### src/rtl/branch_pkg.sv
// Shared encodings for the next-PC unit: PC source select, branch condition codes
// and the sequential PC increment.
package branch_pkg;

  typedef enum logic [1:0] {
    PC_SEQ    = 2'b00,
    PC_BRANCH = 2'b01,
    PC_POP    = 2'b10,
    PC_CALL   = 2'b11
  } pcsrc_e;

  typedef enum logic [2:0] {
    COND_ZERO   = 3'b000,
    COND_NZERO  = 3'b001,
    COND_NEG    = 3'b010,
    COND_NNEG   = 3'b011,
    COND_POS    = 3'b100,
    COND_NPOS   = 3'b101,
    COND_ALWAYS = 3'b110,
    COND_NEVER  = 3'b111
  } cond_e;

  localparam int unsigned PC_INC = 4;

endpackage

### src/rtl/branch_ras.sv
// Circular return-address stack; push/pop take effect on the next clock edge.
// A push while full overwrites the oldest entry; a pop while empty only raises underflow.
module branch_ras #(
  parameter int unsigned PC_BITS   = 32,
  parameter int unsigned RAS_DEPTH = 8
) (
  input  logic                         clk,
  input  logic                         reset,
  input  logic                         push,
  input  logic                         pop,
  input  logic [PC_BITS-1:0]           push_data,
  output logic [PC_BITS-1:0]           top_data,
  output logic [$clog2(RAS_DEPTH):0]   count,
  output logic                         full,
  output logic                         empty,
  output logic                         overflow,
  output logic                         underflow
);

  localparam int unsigned PTR_W = $clog2(RAS_DEPTH);
  localparam int unsigned CNT_W = PTR_W + 1;

  logic [PC_BITS-1:0] mem_q [RAS_DEPTH];
  logic [PTR_W-1:0]   top_q, top_d;
  logic [CNT_W-1:0]   cnt_q, cnt_d;
  logic               ovf_q, ovf_d;
  logic               unf_q, unf_d;

  assign full      = (cnt_q == CNT_W'(RAS_DEPTH));
  assign empty     = (cnt_q == '0);
  assign count     = cnt_q;
  assign overflow  = ovf_q;
  assign underflow = unf_q;

  // top_q is the next free slot; when full that slot holds the oldest entry.
  assign top_data = mem_q[top_q - PTR_W'(1)];

  always_comb begin
    top_d = top_q;
    cnt_d = cnt_q;
    ovf_d = ovf_q;
    unf_d = unf_q;
    if (push) begin
      top_d = top_q + PTR_W'(1);
      if (full) begin
        ovf_d = 1'b1;
      end else begin
        cnt_d = cnt_q + CNT_W'(1);
      end
    end else if (pop) begin
      if (empty) begin
        unf_d = 1'b1;
      end else begin
        top_d = top_q - PTR_W'(1);
        cnt_d = cnt_q - CNT_W'(1);
      end
    end
  end

  always_ff @(posedge clk or posedge reset) begin
    if (reset) begin
      top_q <= '0;
      cnt_q <= '0;
      ovf_q <= 1'b0;
      unf_q <= 1'b0;
    end else begin
      top_q <= top_d;
      cnt_q <= cnt_d;
      ovf_q <= ovf_d;
      unf_q <= unf_d;
    end
  end

  always_ff @(posedge clk) begin
    if (push) begin
      mem_q[top_q] <= push_data;
    end
  end

endmodule

### src/rtl/branch_pc_unit.sv
// Registered next-PC unit: PC register, signed-condition branches and call/return via a RAS.
// All PC/RAS updates land one cycle later; stall holds every register and drops the pending op.
module branch_pc_unit #(
  parameter int unsigned               REG_BITS  = 32,
  parameter int unsigned               PC_BITS   = 32,
  parameter int unsigned               RAS_DEPTH = 8,
  parameter logic [PC_BITS-1:0]        RESET_PC  = '0
) (
  input  logic                         clk,
  input  logic                         reset,
  input  logic                         stall,
  input  logic [1:0]                   PCSrc,
  input  logic [2:0]                   opcode2,
  input  logic [REG_BITS-1:0]          operand,
  input  logic [PC_BITS-1:0]           branch_target,
  output logic [PC_BITS-1:0]           pc,
  output logic                         branch,
  output logic [$clog2(RAS_DEPTH):0]   ras_count,
  output logic                         ras_empty,
  output logic                         ras_full,
  output logic                         ras_overflow,
  output logic                         ras_underflow
);

  import branch_pkg::*;

  logic [PC_BITS-1:0] pc_q, pc_d;
  logic [PC_BITS-1:0] seq;
  logic [PC_BITS-1:0] ras_top;
  logic               ras_push, ras_pop;

  function automatic logic cond_hit(input logic [2:0] code, input logic [REG_BITS-1:0] v);
    logic is_zero;
    logic is_neg;
    logic hit;
    is_zero = (v == '0);
    is_neg  = v[REG_BITS-1];
    hit     = 1'b0;
    case (cond_e'(code))
      COND_ZERO:   hit = is_zero;
      COND_NZERO:  hit = !is_zero;
      COND_NEG:    hit = is_neg;
      COND_NNEG:   hit = !is_neg;
      COND_POS:    hit = !is_neg && !is_zero;
      COND_NPOS:   hit = is_neg || is_zero;
      COND_ALWAYS: hit = 1'b1;
      COND_NEVER:  hit = 1'b0;
      default:     hit = 1'b0;
    endcase
    return hit;
  endfunction

  assign seq = pc_q + PC_BITS'(PC_INC);
  assign pc  = pc_q;

  always_comb begin
    branch   = 1'b0;
    pc_d     = seq;
    ras_push = 1'b0;
    ras_pop  = 1'b0;
    case (pcsrc_e'(PCSrc))
      PC_SEQ: begin
        pc_d = seq;
      end
      PC_BRANCH: begin
        branch = cond_hit(opcode2, operand);
        if (branch) pc_d = branch_target;
      end
      PC_POP: begin
        branch  = !ras_empty;
        ras_pop = 1'b1;
        if (!ras_empty) pc_d = ras_top;
      end
      PC_CALL: begin
        branch   = 1'b1;
        ras_push = 1'b1;
        pc_d     = branch_target;
      end
      default: begin
        pc_d = seq;
      end
    endcase
    // Stall discards the pending op but leaves the branch indication visible.
    if (stall) begin
      pc_d     = pc_q;
      ras_push = 1'b0;
      ras_pop  = 1'b0;
    end
  end

  always_ff @(posedge clk or posedge reset) begin
    if (reset) begin
      pc_q <= RESET_PC;
    end else begin
      pc_q <= pc_d;
    end
  end

  branch_ras #(
    .PC_BITS   (PC_BITS),
    .RAS_DEPTH (RAS_DEPTH)
  ) u_ras (
    .clk       (clk),
    .reset     (reset),
    .push      (ras_push),
    .pop       (ras_pop),
    .push_data (seq),
    .top_data  (ras_top),
    .count     (ras_count),
    .full      (ras_full),
    .empty     (ras_empty),
    .overflow  (ras_overflow),
    .underflow (ras_underflow)
  );

endmodule

### config.mk
export PLATFORM = sky130hd
export DESIGN_NAME = branch_pc_unit
export DESIGN_NICKNAME = d
export VERILOG_FILES = /design/src/rtl/branch_pkg.sv /design/src/rtl/branch_ras.sv /design/src/rtl/branch_pc_unit.sv
export SDC_FILE = /design/constraint.sdc
export NUM_CORES = 1
export LEC_CHECK = 0
export CAP_MARGIN = 10
export CORE_ASPECT_RATIO = 1.1
export CORE_MARGIN = 10
export CORE_UTILIZATION = 52
export DETAILED_ROUTE_END_ITERATION = 10
export GPL_ROUTABILITY_DRIVEN = 1
export GPL_TIMING_DRIVEN = 0
export PLACE_DENSITY = 0.8
export SLEW_MARGIN = 20
export SYNTH_ARGS = -nofsm -noshare
export SYNTH_HDL_FRONTEND = slang
export SYNTH_SLANG_ARGS = --single-unit
### constraint.sdc
create_clock -name clk -period 4.75 [get_ports clk]
set_input_delay 0.95 -clock clk [delete_from_list [all_inputs] [get_ports clk]]
set_output_delay 0.95 -clock clk [all_outputs]
set_load 0.05 [all_outputs]
# --- Word-level counts from Yosys, hierarchy flattened ---
# Memory sizes are Yosys's and may differ from the RTL's.
# Index checks and enable logic that the tools add are counted.
# Widths: inputs -> output; s select.
op_classes:
  mul: 0
  magnitude_cmp: 0
  eq_ne: 13
  shift: 0
  n_reduce_logical: 14
  muxes: 19
  div_mod_pow: 0
  add_sub_neg: 5
  bitwise: 1
op_table:
  columns: ["operator", "count"]
  rows:
  - ["$pmux 32 s4", 1]
  - ["$mux 32", 2]
  - ["$add 32x3->32 const B", 1]
  - ["$logic_not 32->1", 1]
  - ["$mux 4", 4]
  - ["$eq 3x3->1 const B", 4]
  - ["$mux 3", 3]
  - ["$pmux 1 s8", 1]
  - ["$mux 1", 7]
  - ["$eq 3x2->1 const B", 2]
  - ["$reduce_and 3->1", 2]
  - ["$add 4x1->4 const B", 1]
  - ["$eq 2x2->1 const B", 2]
  - ["$eq 4x4->1 const B", 1]
  - ["$logic_not 4->1", 1]
  - ["$reduce_and 2->1", 2]
  - ["$sub 4x1->4 const B", 1]
  - ["$add 3x1->3 const B", 1]
  - ["$eq 3x1->1 const B", 1]
  - ["$logic_not 1->1", 3]
  - ["$logic_not 3->1", 1]
  - ["$pmux 1 s3", 1]
  - ["$sub 3x1->3 const B", 1]
  - ["$eq 2x1->1 const B", 1]
  - ["7 further kinds", 7]
totals:
  inputBits: 72
  reg_bits: 41
  mem_bits_ro: 0
  mem_bits_rw: 256
  wordCells: 58
  mem_count: 1
  output_inout_bits: 41
  latchBits: 0
mem_list:
  columns: ["name", "words", "word_bits", "rd", "rd_ports_with_merged_regs", "write_ports", "line", "rtl"]
  rows:
  - ["u_ras.mem_q", 8, 32, 1, 0, 1, "branch_ras.sv:23", "logic [PC_BITS-1:0] mem_q [RAS_DEPTH];"]

# --- Longest topological paths before layout ---
logic_depth:
  ltp_word: 7
  depth_mapped: 12
  depth_no_buf: 9

# --- Hierarchy ---
# From an unflattened synthesis, not the netlist that was laid out.
hier_totals:
  hier_cells: 750
  area_unflattened_um2: 13041.3
by_module_without_submodules:
  columns: ["module", "cells_per_inst", "area_each_um2", "n_inst", "seq_area_each_um2"]
  rows:
  - ["branch_ras", 435, 10435.0, 1, 7912.6]
  - ["branch_pc_unit", 315, 2606.2, 1, 800.8]

# --- Worst setup path after synthesis ---
# Ideal clock, no wire load.
synth_path:
  kind: "in2reg"
  from: "input PCSrc[0]"
  to: "memory u_ras.mem_q[0][0], enable pin"
  required_ns: 4.248
  setup_ns: 0.502
  slack_ns: -0.581
  stages: 4
  arrival_ns: 4.829
  path_buffers: 2
  cell_sequence: "clkbuf_1 -> buf_1 -> nand2_1 -> nor4_1"
synth_between:
  elab_chain_len: 5
synth_lines:
  columns: ["element", "line", "rtl"]
  rows:
  - ["start: declaration", "branch_pc_unit.sv:12", "input logic [1:0] PCSrc,"]
  - ["$eq 2x2->1", "branch_pc_unit.sv:61", "case (pcsrc_e'(PCSrc))"]
  - ["$mux 1", "branch_pc_unit.sv:61", null]
  - ["$mux 1", "branch_pc_unit.sv:84", "if (stall) begin"]
  - ["$mux 1", "branch_ras.sv:75", "if (push) begin"]
  - ["$mux 1 (implied by the code)", "branch_ras.sv:76", "mem_q[top_q] <= push_data;"]
  - ["end: declaration", "branch_ras.sv:23", null]
# No other way between the ends.

# --- Worst setup path in the final report ---
layout_path:
  from: "register u_ras.top_q[0]"
  to: "register pc_q[21], in the netlist pc[21]"
layout_between:
  elab_chain_len: 4
layout_lines:
  columns: ["element", "line", "rtl"]
  rows:
  - ["start: declaration", "branch_ras.sv:24", "logic [PTR_W-1:0] top_q, top_d;"]
  - ["start signal: assignment", "branch_ras.sv:67", "top_q <= top_d;"]
  - ["$sub 3x1->3", "branch_ras.sv:36", "assign top_data = mem_q[top_q - PTR_W'(1)];"]
  - ["$mem_v2 8x32", null, null]
  - ["$mux 32", "branch_pc_unit.sv:72", "if (!ras_empty) pc_d = ras_top;"]
  - ["$pmux 32 s4", "branch_pc_unit.sv:61", null]
  - ["end signal: assignment", "branch_pc_unit.sv:95", "pc_q <= pc_d;"]
  - ["end: declaration", "branch_pc_unit.sv:27", "logic [PC_BITS-1:0] pc_q, pc_d;"]
# No other way between the ends.
# A chain may end at the register's enable or synchronous reset.

==> impl_metrics.yaml <==
run_status:
  outcome: "complete, no violations"
cts:
  clock-sinks: 297
  cts.clk_slew.worst_paths_ns: 0.06
  cts_buffer_depth: 3
  cts_root_cell: "sky130_fd_sc_hd__clkbuf_16"
  postCtsSetupRepairBufs: 0
  cts_inserted_buffers: 28
  cts.hold.buffers_added: 0
  cts_tree: "done"
  clk-insertion-delay-late_ns: 0.55
  h-tree-depth: 1
finish:
  nFillCells: 1569
  final_area_um2: 15550
  layout_overhead_on_the_synthesized_area_pct: 22.54
  post_route_cells_drive_above_1_share_pct: 20.44
  final_util_pct: 65.24
  nNetsFinal: 972
logic_synthesis:
  synth.distinct_cells: 59
  synth_sequential_area_ratio_pct: 68.64
  synth_largest_area_cell: "sky130_fd_sc_hd__edfxtp_1"
  synth_top_area_share_pct: 60.56
  synth.yosys.warnings: 0
  postSynthNetCount: 805
  synth_area_um2: 12690
  synth.avg_cell_area_um2: 17.46
  syn-instance-count: 727
  async_flop_share_pct: 13.80
  synth.ff_latch_count: 297
  number_of_enable_flip_flop_cells_after_synthesis: 256
  synth_area_leaders: "sky130_fd_sc_hd__edfxtp_1 (61%), sky130_fd_sc_hd__mux4_2 (11%), sky130_fd_sc_hd__dfrtp_1 (8.1%)"
  dominantRegCellSynth: "sky130_fd_sc_hd__edfxtp_1"
critical_path:
  cp_num_buf_inv: 6
  cp.depth: 11
  worst_endpoint_data_arrival_time_ns: 4.74
  timing_worst_setup_path_type: "reg -> reg"
  cp_top_family: "buffers and inverters"
  timing.critical_path.to_type: "register"
  cp_cell_sequence: "buf_2 -> buf_2 -> buf_2 -> inv_1 -> ha_1 -> buf_1 -> clkbuf_1 -> mux4_2 -> mux2i_1 -> o2bb2ai_1 -> a221o_1"
  crit_path_max_incr_delay_ns: 0.77
  crit_path_frequent_cell: "sky130_fd_sc_hd__buf_2"
  worst_setup_path_start_kind: "register"
  timing.critical_path.required_ns: 5.16
  critical-path-slowest-cell: "sky130_fd_sc_hd__clkbuf_1"
  maximum_fanout_along_the_worst_path: 10
  worst_r2r_path_depth: 11
routing:
  wire_per_inst_um: 26.60
  first_iter_violations: 890
  route.detailed.drc: 0
  detailed_routing_iterations_pass_1: 6
  final_antenna_net_count: 0
  vias: 7714
  wl_mm: 32.48
  drt-vias-per-instance: 6.318
global_routing:
  grt_start_max_net_pins: 24
  number_of_global_route_vias_before_repair: 7813
  globalRoute.totalOverflow: 0
  antenna_found_initial: 1
  global_route.usage.total_pct: 20.55
  global_route_wire_length_before_repair_mm: 48.71
worst_hold_path:
  worst_min_path_class: "reg -> reg"
  number_of_cells_on_the_worst_hold_path: 1
pwr:
  seq_power_share_pct: 36.9
  p_int_w: 0.006471
  power.switching_fraction_pct: 35.70
  power.clock.fraction_pct: 24.1
  ir_drop_v: 0.0003721
  p_sw_w: 0.003594
  power-per-cell-area_nw_per_um2: 647.1
  leakagePower_nw: 5.390
  combPwrFrac_pct: 39.0
placement:
  place.detailed.hpwl_mm: 22.22
  gpl.final_weighted_congestion: 0.8221
  placement.cell_area_um2: 14540
  place_worst_setup_slack_ns: 0.1172
  buffer_ports.inserted: 110
sta:
  fin_skew_ns: 0.02032
  setup_violations: 0
  slew_violations: 0
  least_setup_slack_across_all_paths_after_layout_ns: 0.4219
  rsz0062_at_grt: "no"
  final.hold.worst_slack_ns: 0.4602
  finalCritPeriodShare_pct: 91.12
  final-hold-violation-count: 0
  min_period_ns: 4.328
  slew-limit-headroom_pct: 36.88
  max_freq_mhz: 231.1
  worst_pin_slew_ns: 0.9468
floorplan:
  floorplan.initialDensity_pct: 53.24
  io-pin-count: 113
  die-width_um: 169.0
  fp.coreArea_um2: 23840
  core.rowCount: 59
  die_height_um: 183.9
  dieArea_um2: 31070
run:
  max-cap-violations: 0
==> Yosys cell counts, types with 3 or more instances <==
library cell,count
sky130_fd_sc_hd__xnor2_1,24
sky130_fd_sc_hd__ha_1,5
sky130_fd_sc_hd__o2bb2ai_1,9
sky130_fd_sc_hd__mux2i_1,33
sky130_fd_sc_hd__a21o_1,8
sky130_fd_sc_hd__nor4_2,5
sky130_fd_sc_hd__nand2_1,51
sky130_fd_sc_hd__nand3_1,11
sky130_fd_sc_hd__and3_1,4
sky130_fd_sc_hd__xor2_1,13
sky130_fd_sc_hd__nor2b_1,3
sky130_fd_sc_hd__mux2_2,3
sky130_fd_sc_hd__dfrtp_1,41
sky130_fd_sc_hd__nor4_1,7
sky130_fd_sc_hd__and2_1,4
sky130_fd_sc_hd__buf_4,4
sky130_fd_sc_hd__or4_1,3
sky130_fd_sc_hd__buf_2,13
sky130_fd_sc_hd__a221o_1,26
sky130_fd_sc_hd__o21ai_0,27
sky130_fd_sc_hd__nor3_1,10
sky130_fd_sc_hd__nand4_1,9
sky130_fd_sc_hd__o21bai_1,3
sky130_fd_sc_hd__inv_1,10
sky130_fd_sc_hd__nor2_1,21
sky130_fd_sc_hd__clkbuf_1,17
sky130_fd_sc_hd__or3_1,3
sky130_fd_sc_hd__edfxtp_1,256
sky130_fd_sc_hd__mux4_2,64
==> registers in the layout, indices dropped and copies added (netlist names) <==
signal	flops
pc	32
u_ras.count	4
u_ras.overflow	1
u_ras.mem_q	256
u_ras.underflow	1
u_ras.top_q	3
==> through the flow <==
stage | cells | total power, W | TNS, ns
2_1_floorplan | 727 | 0.006354 | 0
3_3_place_gp | 1142 | 0.007492 | -466.47
3_5_place_dp | 1169 | 0.007637 | 0
4_1_cts | 1220 | 0.01010 | 0
5_1_grt | 1221 | 0.01045 | 0
6_report | 1221 | 0.01007 | 0
==> cell type report <==
type	count	area (µm²)	area share (%)
Inverter	12	47.55	0.3057
Multi-Input combinational cell	379	3789	24.36
Sequential cell	297	8713	56.02
Clock buffer	35	778.2	5.003
Antenna cell	1	2.502	0.01609
Timing Repair Buffer	137	1406	9.041
Tap cell	305	381.6	2.453
Clock inverter	16	235.2	1.512
Buffer	39	201.4	1.295
==> cells by family after synthesis <==
kind of cell / count (synthesis) / share of synthesized area [%]
AO/OA/AOI/OAI: 90 / 5.500
XOR/XNOR: 37 / 2.553
adder cells (fa/ha/maj): 6 / 0.6506
buffers and inverters: 51 / 1.962
flip-flops: 297 / 68.64
multiplexers: 100 / 14.22
AND/OR/NAND/NOR: 146 / 6.466
==> layout by cell type (no fill, tap or decap), types with 8 or more instances in the layout <==
cell type	instances
sky130_fd_sc_hd__edfxtp_1	256
sky130_fd_sc_hd__clkdlybuf4s50_1	109
sky130_fd_sc_hd__mux4_2	64
sky130_fd_sc_hd__nand2_1	51
sky130_fd_sc_hd__dfrtp_1	41
sky130_fd_sc_hd__mux2i_1	33
sky130_fd_sc_hd__clkbuf_16	29
sky130_fd_sc_hd__o21ai_0	27
sky130_fd_sc_hd__a221o_1	26
sky130_fd_sc_hd__xnor2_1	24
sky130_fd_sc_hd__buf_4	22
sky130_fd_sc_hd__clkbuf_1	20
sky130_fd_sc_hd__nor2_1	18
sky130_fd_sc_hd__buf_2	13
sky130_fd_sc_hd__xor2_1	13
sky130_fd_sc_hd__nand3_1	11
sky130_fd_sc_hd__inv_1	9
sky130_fd_sc_hd__nand4_1	9
sky130_fd_sc_hd__o2bb2ai_1	9
sky130_fd_sc_hd__a21o_1	8
==> layer usage <==
metal,routed length (µm),up-vias,part of all wire (%),global-route usage [%]
met3,2544,94,7.8,3.293
met5,0,-,0,0
met1,11840,3914,36,25.46
met4,1345,0,4.1,9.547
li1,-,3271,-,-
met2,16750,435,52,34.74
==> power groups by stage <==
stage	clock [W]	sequential, W	combinational (W)
finish	0.00243	0.00371	0.00393
global route	0.00256	0.00374	0.00415
CTS	0.00245	0.00370	0.00394
detailed placement	0	0.00375	0.00389
global placement	0	0.00374	0.00375
floorplan	0	0.00414	0.00221
==> repair_timing <==
| action | 4_1_cts | 5_1_grt |
|---|---|---|
| setup endpoints to repair | 0 | 1 |
| hold endpoints to repair | 0 | 0 |
| resized for setup | 0 | 1 |
==> final timing paths <==
| path | to | slack [ns] | from |
|---|---|---|---|
| max | pc[21] | 0.42 | u_ras.top_q[0] |
| min | u_ras.underflow | 0.46 | u_ras.underflow |
| max reg2reg | pc[21] | 0.42 | u_ras.top_q[0] |
| min reg2reg | u_ras.underflow | 0.46 | u_ras.underflow |
| max in group asynchronous | pc[21] | 3.47 | reset |
| min in group asynchronous | pc[24] | 0.76 | reset |
(Power assumes the default switching activity.)
